--- src/rtl/apb_spi_read_handler_if.sv ---
// APB bus signals shared by the SPI IO-register read path and its master.
interface apb_spi_read_handler_if;
    logic        IO_reg;
    logic        PSEL;
    logic        PENABLE;
    logic        PWRITE;
    logic [15:0] PRDATA;
    logic        PREADY_R;
    logic        PSLVERR_R;

    modport master (
        output IO_reg, PSEL, PENABLE, PWRITE,
        input  PRDATA, PREADY_R, PSLVERR_R
    );

    modport slave (
        input  IO_reg, PSEL, PENABLE, PWRITE,
        output PRDATA, PREADY_R, PSLVERR_R
    );
endinterface

--- src/rtl/apb_spi_read_handler.sv ---
// APB read-path responder for the SPI IO register: buffers received SPI words and
// answers reads, requesting a transfer and waiting (with timeout) when the FIFO is empty.
module apb_spi_read_handler #(
    parameter int unsigned DEPTH   = 4,
    parameter int unsigned TIMEOUT = 255
) (
    input  logic                    PCLK,
    input  logic                    PRESET,
    apb_spi_read_handler_if.slave   apb,
    input  logic                    SPI_rx_valid,
    input  logic [15:0]             SPI_rx_data,
    output logic                    SPI_recv,
    output logic [$clog2(DEPTH):0]  RX_level,
    output logic                    RX_overflow
);
    localparam int unsigned AW = $clog2(DEPTH);
    localparam logic [AW:0] FullLevel  = (AW + 1)'(DEPTH);
    localparam logic [15:0] TimeoutCnt = 16'(TIMEOUT);

    typedef enum logic [1:0] {StIdle, StWait, StResp} state_e;

    state_e        state_q, state_d;
    logic [15:0]   cnt_q, cnt_d;
    logic [15:0]   prdata_q, prdata_d;
    logic          pready_q, pready_d;
    logic          pslverr_q, pslverr_d;
    logic          recv_q, recv_d;

    logic [15:0]   mem_q [DEPTH];
    logic [AW-1:0] wr_ptr_q, rd_ptr_q;
    logic [AW:0]   count_q;
    logic          ovf_q;

    logic rd_acc, fifo_empty, fifo_full, push, pop;

    assign rd_acc     = apb.IO_reg & apb.PSEL & apb.PENABLE & ~apb.PWRITE;
    assign fifo_empty = (count_q == '0);
    assign fifo_full  = (count_q == FullLevel);
    // A full FIFO still accepts a word when the head is popped in the same cycle.
    assign push       = SPI_rx_valid & (~fifo_full | pop);

    always_comb begin
        state_d   = state_q;
        cnt_d     = cnt_q;
        prdata_d  = prdata_q;
        pready_d  = 1'b0;
        pslverr_d = 1'b0;
        recv_d    = 1'b0;
        pop       = 1'b0;
        case (state_q)
            StIdle: begin
                if (rd_acc) begin
                    if (!fifo_empty) begin
                        pop      = 1'b1;
                        prdata_d = mem_q[rd_ptr_q];
                        pready_d = 1'b1;
                        state_d  = StResp;
                    end else begin
                        recv_d  = 1'b1;
                        cnt_d   = 16'd1;
                        state_d = StWait;
                    end
                end
            end
            StWait: begin
                if (!rd_acc) begin
                    state_d = StIdle;
                end else if (!fifo_empty) begin
                    pop      = 1'b1;
                    prdata_d = mem_q[rd_ptr_q];
                    pready_d = 1'b1;
                    state_d  = StResp;
                end else if (cnt_q == TimeoutCnt) begin
                    prdata_d  = '0;
                    pslverr_d = 1'b1;
                    pready_d  = 1'b1;
                    state_d   = StResp;
                end else begin
                    cnt_d = cnt_q + 16'd1;
                end
            end
            StResp: state_d = StIdle;
            default: state_d = StIdle;
        endcase
    end

    always_ff @(posedge PCLK) begin
        if (PRESET) begin
            state_q   <= StIdle;
            cnt_q     <= '0;
            prdata_q  <= '0;
            pready_q  <= 1'b0;
            pslverr_q <= 1'b0;
            recv_q    <= 1'b0;
        end else begin
            state_q   <= state_d;
            cnt_q     <= cnt_d;
            prdata_q  <= prdata_d;
            pready_q  <= pready_d;
            pslverr_q <= pslverr_d;
            recv_q    <= recv_d;
        end
    end

    always_ff @(posedge PCLK) begin
        if (push) begin
            mem_q[wr_ptr_q] <= SPI_rx_data;
        end
    end

    always_ff @(posedge PCLK) begin
        if (PRESET) begin
            wr_ptr_q <= '0;
            rd_ptr_q <= '0;
            count_q  <= '0;
            ovf_q    <= 1'b0;
        end else begin
            if (push) begin
                wr_ptr_q <= wr_ptr_q + AW'(1);
            end
            if (pop) begin
                rd_ptr_q <= rd_ptr_q + AW'(1);
            end
            if (push && !pop) begin
                count_q <= count_q + (AW + 1)'(1);
            end else if (!push && pop) begin
                count_q <= count_q - (AW + 1)'(1);
            end
            if (SPI_rx_valid && fifo_full && !pop) begin
                ovf_q <= 1'b1;
            end
        end
    end

    assign apb.PRDATA    = prdata_q;
    assign apb.PREADY_R  = pready_q;
    assign apb.PSLVERR_R = pslverr_q;
    assign SPI_recv      = recv_q;
    assign RX_level      = count_q;
    assign RX_overflow   = ovf_q;
endmodule

--- src/flat_wrapper.sv ---
// flat-port wrapper written by rule: the top's interface ports become plain ports
module apb_spi_read_handler_flat 
#(
    parameter int unsigned DEPTH   = 4,
    parameter int unsigned TIMEOUT = 255
)
  (PCLK, PRESET, SPI_rx_valid, SPI_rx_data, SPI_recv, RX_level, RX_overflow, apb_IO_reg, apb_PSEL, apb_PENABLE, apb_PWRITE, apb_PRDATA, apb_PREADY_R, apb_PSLVERR_R);
  apb_spi_read_handler_if apb_i ();
  input  logic PCLK;
  input  logic PRESET;
  input  logic SPI_rx_valid;
  input  logic [15:0] SPI_rx_data;
  output logic SPI_recv;
  output logic [$clog2(DEPTH):0] RX_level;
  output logic RX_overflow;
  input wire logic [$bits(apb_i.IO_reg)-1:0] apb_IO_reg;
  input wire logic [$bits(apb_i.PSEL)-1:0] apb_PSEL;
  input wire logic [$bits(apb_i.PENABLE)-1:0] apb_PENABLE;
  input wire logic [$bits(apb_i.PWRITE)-1:0] apb_PWRITE;
  output wire logic [$bits(apb_i.PRDATA)-1:0] apb_PRDATA;
  output wire logic [$bits(apb_i.PREADY_R)-1:0] apb_PREADY_R;
  output wire logic [$bits(apb_i.PSLVERR_R)-1:0] apb_PSLVERR_R;
  assign apb_i.IO_reg = apb_IO_reg;
  assign apb_i.PSEL = apb_PSEL;
  assign apb_i.PENABLE = apb_PENABLE;
  assign apb_i.PWRITE = apb_PWRITE;
  assign apb_PRDATA = apb_i.PRDATA;
  assign apb_PREADY_R = apb_i.PREADY_R;
  assign apb_PSLVERR_R = apb_i.PSLVERR_R;
  apb_spi_read_handler #(.DEPTH(DEPTH), .TIMEOUT(TIMEOUT)) u_core (.PCLK(PCLK), .PRESET(PRESET), .apb(apb_i), .SPI_rx_valid(SPI_rx_valid), .SPI_rx_data(SPI_rx_data), .SPI_recv(SPI_recv), .RX_level(RX_level), .RX_overflow(RX_overflow));
endmodule
--- config.mk ---
export PLATFORM = sky130hd
export DESIGN_NAME = apb_spi_read_handler_flat
export DESIGN_NICKNAME = d
export VERILOG_FILES = /design/src/rtl/apb_spi_read_handler_if.sv /design/src/rtl/apb_spi_read_handler.sv /design/src/flat_wrapper.sv
export SDC_FILE = /design/constraint.sdc
export NUM_CORES = 1
export LEC_CHECK = 0
export ABC_CLOCK_PERIOD_IN_PS = 2200
export CAP_MARGIN = 25
export CORE_AREA = 4 4 97 99
export CTS_BUF_LIST = sky130_fd_sc_hd__clkbuf_2
export CTS_CLUSTER_SIZE = 10
export DETAILED_ROUTE_END_ITERATION = 8
export DIE_AREA = 0 0 101 103
export GPL_ROUTABILITY_DRIVEN = 0
export PLACE_DENSITY = 0.76
export SYNTH_ARGS = -nofsm -noshare
export SYNTH_HDL_FRONTEND = slang
export SYNTH_SLANG_ARGS = --single-unit
export TNS_END_PERCENT = 1
--- constraint.sdc ---
create_clock -name PCLK -period 2.2 [get_ports PCLK]
set_input_delay 0.33 -clock PCLK [delete_from_list [all_inputs] [get_ports PCLK]]
set_output_delay 0.33 -clock PCLK [all_outputs]
set_load 0.05 [all_outputs]
==> key figures, run 1 <==
Synth
  – Post-synthesis compound-gate area fraction: 9.51%
  – Synth Area in XOR/XNOR: less than 1%
  – Ys Warns: 0
  – Synth top cells by count: edfxtp_1, dfxtp_1, a22o_1, mux4_2, a21oi_1
  – Most frequent cell after synthesis: edfxtp_1
  – Register area share after synthesis: 64.7%
  – Simple-gate area share of the yosys netlist: ~12%
  – Synth Cell Area: 4420 um2
  – Post-Synth Adder-Cell Area: 2.15%
  – Share of the synthesized area in the top cell type: 43.5%
  – Synthesis-stage register bit count: 111
  – Syn Area/Cell: 14.4 um2
  – Synth area leaders: edfxtp_1, dfxtp_1, mux4_2
  – Cells after Synth: 308
  – Largest family of logic cells by synthesized area: simple AND/OR/NAND/NOR gates
  – Post-synth EDFFs: 64
  – Yosys cell types: roughly 50
  – Synth area leader: edfxtp_1
  – Net Count, Synth: between 300 and 400
  – Mux cell area share after synthesis: 9.05%
  – Synth Flop Type: edfxtp_1
  – Ys async rst share: 0%

Timing
  – Clock skew: between 20 and 30 ps
  – Worst Hold Slack: 348 ps
  – Setup violators final: 0
  – Period minus WS final: between 2000 and 2500 ps
  – Worst-Margin Slew: 512 ps
  – Final hold violation count: 0
  – Unrepaired setup endpoints after global routing: true
  – Fmax: between 400 and 500 MHz
  – Period utilisation layout: between 90% and 100%
  – Slew margin rel.: 65.8%
  – Max-slew violations: 0

Power and ir drop
  – Pwr Total: 3.90 mW
  – Leak: 2.07 nW
  – Flop pwr share: 61.9%
  – VDD IR-drop max: 0.545 mV
  – Pwr dens: 723 nW/um2
  – Clk pwr share: between 20 and 25%
  – Combinational Power Share: 17.6%
  – P_sw: 1.08 mW
  – Internal power: 2.82 mW
  – Sw Ratio: 27.7%

Setup path
  – CP peak stage delay: 430 ps
  – Startpoint types: flip-flop
  – Critical Path Fanout Max: 8
  – WS Path Type: reg2reg
  – Slowest CP cell: dfxtp_2
  – CP endpoint kind: flip-flop
  – Crit-path cells: nor3_2 -> nor3_2 -> inv_1 -> ha_2 -> inv_1 -> fa_2 -> xor2_1 -> or3_2 -> a21oi_1
  – WP data required: 2710 ps
  – WP buf/inv: 2
  – Cell family with most CP delay: simple AND/OR/NAND/NOR gates
  – Slack of the worst reg-to-reg path: 60 ps
  – Worst r2r src: u_core.RX_level[2]
  – R2r endpoint: u_core.RX_level[2]
  – Worst reg2reg path depth: 9
  – Crit path DAT: 2650 ps

Final layout
  – Design area: 5390 um2
  – Antenna Cells: 0
  – Synthesis-to-finish area growth: 22.0%
  – Share of cells above drive strength 1: 19.3%
  – Final #Nets: 409
  – Final core utilization: between 60% and 70%
  – Final cell count without fillers: 492

Drt
  – DRT Pass-1 Iters: 4
  – DRC errors left: 0
  – Antenna-violating nets left: 0
  – Routed vias: 2860
  – Routed length per instance: 17.3 um
  – Iteration-0 DRC Markers: between 100 and 150
  – Drt via density: 5.81
  – WL final: approximately 8500 um

Floorplanning
  – Starting Density: 51.7%
  – # IOs: 46
  – Die Wd: 101 um
  – Core area: 8550 um2
  – Die Span Y: 103 um
  – DIE AREA: 10400 um2
  – Row cnt: 34

Clock tree
  – H-tree depth: 3
  – CTS Root Cell: clkbuf_2
  – # Post-CTS Setup Buffers: 0
  – Total clock sinks: 111
  – Reg clk slew, reported paths: 290 ps
  – Worst-skew pair later-pin latency: between 500 and 600 ps
  – Cts bufs inserted: 9
  – Clock buffer depth: 2
  – TritonCTS clock tree: yes

Worst hold path
  – Worst min path class: in2reg
  – Hold path endpoint: u_core.mem_q[3][0]
  – Worst Min Path Start: SPI_rx_data[0]
  – Worst Hold Path Cells: 1

Placed design
  – Inst Count DP: 476
  – # port buffers: 45
  – Detailed Place HPWL: about 5800 um
  – Placed inst area: 5260 um2

Flow run
  – Max cap viols: 0

Global route
  – GRT Util Overall: between 10% and 20%
  – Total gr overflow: 0
  – Vias in the first global route: roughly 2800
  – First-pass GRT wire length: 14000 um
  – Initial antenna violation count: 0
  – Largest net degree at the start of global routing: 20

Status
  – Status: finished, final reports clean
-- routing by layer --
layer  global-route usage [%]  vias up  wire length, um
met5                        0        -                0
met4                     4.91        0               80
met2                     31.4       88             4390
li1                         -     1369                -
met1                     21.1     1395             3540
met3                     4.74        8              496
-- cell families (layout without fill, tap and decap cells) --
family	after synthesis	in the layout
xor+xnor	3	3
fa+ha+maj	7	7
mux	20	20
buf+inv	25	101
flops	111	111
compound gates	59	59
simple gates	83	83
-- cells in the final DEF (no fill, tap or decap), types with 2 or more instances in the layout --
| master | synthesis | routed |
|---|---|---|
| edfxtp_1 | 64 | 64 |
| dfxtp_1 | 47 | 44 |
| clkdlybuf4s50_1 | 0 | 27 |
| buf_4 | 0 | 22 |
| mux4_2 | 16 | 16 |
| a22o_1 | 16 | 16 |
| a21oi_1 | 15 | 15 |
| dlymetal6s2s_1 | 0 | 15 |
| nor2_1 | 13 | 13 |
| inv_1 | 12 | 12 |
| clkbuf_2 | 1 | 10 |
| nand3_1 | 8 | 8 |
| nand2_1 | 8 | 8 |
| nand4_1 | 8 | 8 |
| nor4_1 | 7 | 7 |
| o21ai_0 | 7 | 7 |
| or4_1 | 8 | 7 |
| o31ai_1 | 6 | 6 |
| buf_12 | 0 | 6 |
| a31oi_1 | 5 | 5 |
| nand2b_1 | 5 | 5 |
| ha_1 | 6 | 5 |
| and3_1 | 4 | 4 |
| mux2i_1 | 4 | 4 |
| or3_1 | 4 | 4 |
| dlygate4sd2_1 | 0 | 3 |
| nor3_2 | 0 | 2 |
| o211ai_1 | 2 | 2 |
| xor2_1 | 2 | 2 |
| nor3_1 | 4 | 2 |
| and4_1 | 2 | 2 |
| and4b_1 | 2 | 2 |
| a211oi_1 | 2 | 2 |
| inv_6 | 0 | 2 |
| clkinvlp_4 | 0 | 2 |
| dfxtp_2 | 0 | 2 |
-- how the worst max path moves through the flow --
stage	from	end	slack, ps	depth (start not counted)
6_report	u_core.RX_level[2]	u_core.RX_level[2]	60	9
5_1_grt	u_core.RX_level[2]	u_core.RX_level[2]	-40	9
4_1_cts	u_core.apb.PRDATA[1]	apb_PRDATA[1]	6	1
3_5_place_dp	apb_PSEL	u_core.RX_level[2]	-460	10
3_3_place_gp	apb_PSEL	u_core.RX_level[2]	-400	10
2_1_floorplan	apb_PWRITE	u_core.RX_level[2]	5	9
-- through the flow --
step,worst slack [ps],setup TNS [ps]
final,64.6,0
after global routing,-41.0,-41.0
after CTS,5.87,0
after detailed placement,-456,-2070
after global placement,-404,-1670
after floorplan,5.23,0
-- power by group through the flow --
stage	logic (mW)	clock network (mW)	registers, mW
after floorplan	0.309	0	2.55
after global placement	0.688	0	2.45
after detailed placement	0.700	0	2.46
after CTS	0.692	0.836	2.42
after global routing	0.747	0.922	2.43
final	0.686	0.798	2.41
-- flip-flops by register name, summed over array words and instances (netlist names), named ones only --
signal,cells
u_core.RX_level,3
u_core.apb.PSLVERR_R,1
u_core.apb.PRDATA,16
u_core.state_q,2
u_core.rd_ptr_q,2
u_core.mem_q,64
u_core.apb.PREADY_R,1
u_core.cnt_q,16
u_core.wr_ptr_q,2
u_core.RX_overflow,1
u_core.SPI_recv,1
-- area by class of cell --
type / instances / area (um2)
Clock inverter: 6 / 45.0
Tap cell: 108 / 135
Sequential cell: 111 / 2870
Multi-Input combinational cell: 172 / 1480
Timing Repair Buffer: 73 / 769
Fill cell: 642 / 3160
Inverter: 12 / 45.0
Clock buffer: 10 / 50.0
-- repair_timing --
item                       4_1_cts  5_1_grt
resized for setup                3       16
hold buffers                     0        0
setup endpoints to repair        3       17
Note: power is estimated with default switching activity, not from simulation.
==> run 2, diff against run 1 <==
Settings changed: RECOVER_POWER set to 25.
==> key figures, run 2 (same netlist as run 1, synthesis figures left out) <==
Status
  – Status: finished, final reports clean

Clock tree
  – Clock buffer depth: 2 (unchanged)
  – CTS Root Cell: clkbuf_2
  – Worst-skew pair later-pin latency: 560 ps (about the same)
  – TritonCTS clock tree: yes
  – H-tree depth: 3 (unchanged)
  – # Post-CTS Setup Buffers: 0 (unchanged)
  – Cts bufs inserted: 9 (unchanged)
  – Reg clk slew, reported paths: 260 ps (-30 ps)
  – Total clock sinks: 111 (unchanged)

Setup path
  – CP peak stage delay: 430 ps (about the same)
  – Crit path DAT: 2650 ps (about the same)
  – WP data required: 2710 ps (about the same)
  – Crit-path cells: nor3_2 -> nor3_2 -> inv_1 -> ha_2 -> inv_1 -> fa_2 -> xor2_1 -> or3_2 -> a21oi_1
  – WS Path Type: reg2reg
  – Startpoint types: flip-flop
  – WP buf/inv: 2 (unchanged)
  – Cell family with most CP delay: simple AND/OR/NAND/NOR gates
  – Slowest CP cell: dfxtp_2
  – CP endpoint kind: flip-flop
  – Critical Path Fanout Max: 8 (unchanged)

Flow run
  – Max cap viols: 0 (unchanged)

Global route
  – GRT Util Overall: 17.6% (unchanged)
  – First-pass GRT wire length: 14000 um (unchanged)
  – Vias in the first global route: 2797 (unchanged)
  – Total gr overflow: 0 (unchanged)
  – Largest net degree at the start of global routing: 20 (unchanged)
  – Initial antenna violation count: 0 (unchanged)

Final layout
  – Final cell count without fillers: 492 (unchanged)
  – Number of fill cells: 642 (unchanged)
  – Synthesis-to-finish area growth: 22.0% (unchanged)
  – Antenna Cells: 0 (unchanged)
  – Largest Register: u_core.mem_q
  – Max reg flops: 64 (unchanged)
  – Final #Nets: 409 (unchanged)
  – Share of cells above drive strength 1: 19.3% (unchanged)
  – Most frequent cells in the layout: edfxtp_1, dfxtp_1, buf_4, mux4_2, a22o_1
  – Final core utilization: 63.1% (unchanged)
  – Most common cell after layout, fill and taps aside: edfxtp_1

Power and ir drop
  – Leak: 2.08 nW (+0.17%)
  – VDD IR-drop max: 0.545 mV (about the same)
  – Pwr dens: 722 nW/um2 (-0.12%)

Drt
  – Antenna-violating nets left: 0 (unchanged)
  – Routed length per instance: 17.3 um (about the same)
  – Drt via density: 5.81 (unchanged)
  – DRC errors left: 0 (unchanged)
  – Iteration-0 DRC Markers: 135 (unchanged)
  – Routed vias: 2860 (unchanged)
  – DRT Pass-1 Iters: 4 (unchanged)
  – WL final: 8500 um (about the same)

Floorplanning
  – Starting Density: 51.7% (unchanged)
  – DIE AREA: 10400 um2 (unchanged)
  – Core area: 8550 um2 (unchanged)
  – Row cnt: 34 (unchanged)
  – Die Wd: 101 um (unchanged)
  – # IOs: 46 (unchanged)
  – Die Span Y: 103 um (unchanged)

Timing
  – Total Neg Setup Slack: 0 ps (unchanged)
  – Worst-Margin Slew: 512 ps (+0.000298 ps)
  – Fmax: 468 MHz (unchanged)
  – Period utilisation layout: 97.1% (unchanged)
  – Unrepaired setup endpoints after global routing: true
  – Final hold violation count: 0 (unchanged)
  – Clock skew: 27.2 ps (unchanged)
  – Slew margin rel.: 65.8% (unchanged)
  – Max-slew violations: 0 (unchanged)
  – Setup violators final: 0 (unchanged)
  – Period minus WS final: 2140 ps (unchanged)

Worst hold path
  – Worst min path class: in2reg

Placed design
  – Detailed Place HPWL: 5790 um (unchanged)
  – Inst Count DP: 476 (unchanged)
  – # port buffers: 45 (unchanged)
==> run 2: cell types whose count changed in the layout (fill, tap and decap cells not counted), sizes merged <==
| cell | delta |
|---|---|
| clkdlybuf4s50 | -13 |
| dlygate4sd3 | +13 |
==> run 2: where the power goes <==
group	leakage [nW]	internal (mW)	total (mW)	switching [mW]
Combinational	1.05	0.312	0.681	0.370
Clock	0.0566	0.160	0.798	0.638
Sequential	0.968	2.34	2.41	0.0733
==> run 2: layout make-up <==
type	count	area (um2)	area share (%)
sequential	111	2870	53.2
multi-input combinational	172	1480	27.4
timing repair buffer	73	769	14.3
tap	108	135	2.51
clock buffer	10	50.0	0.928
clock inverter	6	45.0	0.835
inverter	12	45.0	0.835
==> run 2: layer usage <==
layer	up-vias	part of all wire (%)	GRT usage, %
met5	-	0	0
met4	0	0.94	4.91
met3	8	5.8	4.74
met2	88	52	31.4
met1	1395	42	21.1
li1	1369	-	-
==> run 2: path summary, 6_finish.rpt <==
kind                 startpoint                  to  slack (ps)  depth (start not counted)
min reg2reg    u_core.cnt_q[15]    u_core.cnt_q[15]         510                          1
max          u_core.RX_level[2]  u_core.RX_level[2]          60                          9
min              SPI_rx_data[6]  u_core.mem_q[2][6]         400                          1
max reg2reg  u_core.RX_level[2]  u_core.RX_level[2]          60                          9
==> run 2: repair_timing <==
item                                    in CTS  in global routing
endpoints found under the setup margin       3                 17
resized for setup                            3                 16
hold buffers                                 0                  0
==> run 2: per-stage QoR <==
stage,hold WS (ps),total power [mW],instance area (um2),setup slack (ps)
3_3_place_gp,459,3.14,5260,-404
5_1_grt,352,4.09,5390,-41.0
3_5_place_dp,459,3.16,5260,-456
4_1_cts,282,3.94,5350,5.87
6_report,403,3.89,5390,64.6
2_1_floorplan,429,2.86,4450,5.23
==> run 3, diff against run 2 <==
Settings changed: CTS_CLUSTER_DIAMETER set to 200.
==> results of run 3 <==
Same layout as run 2: the final DEF is identical, and so are final timing and power.
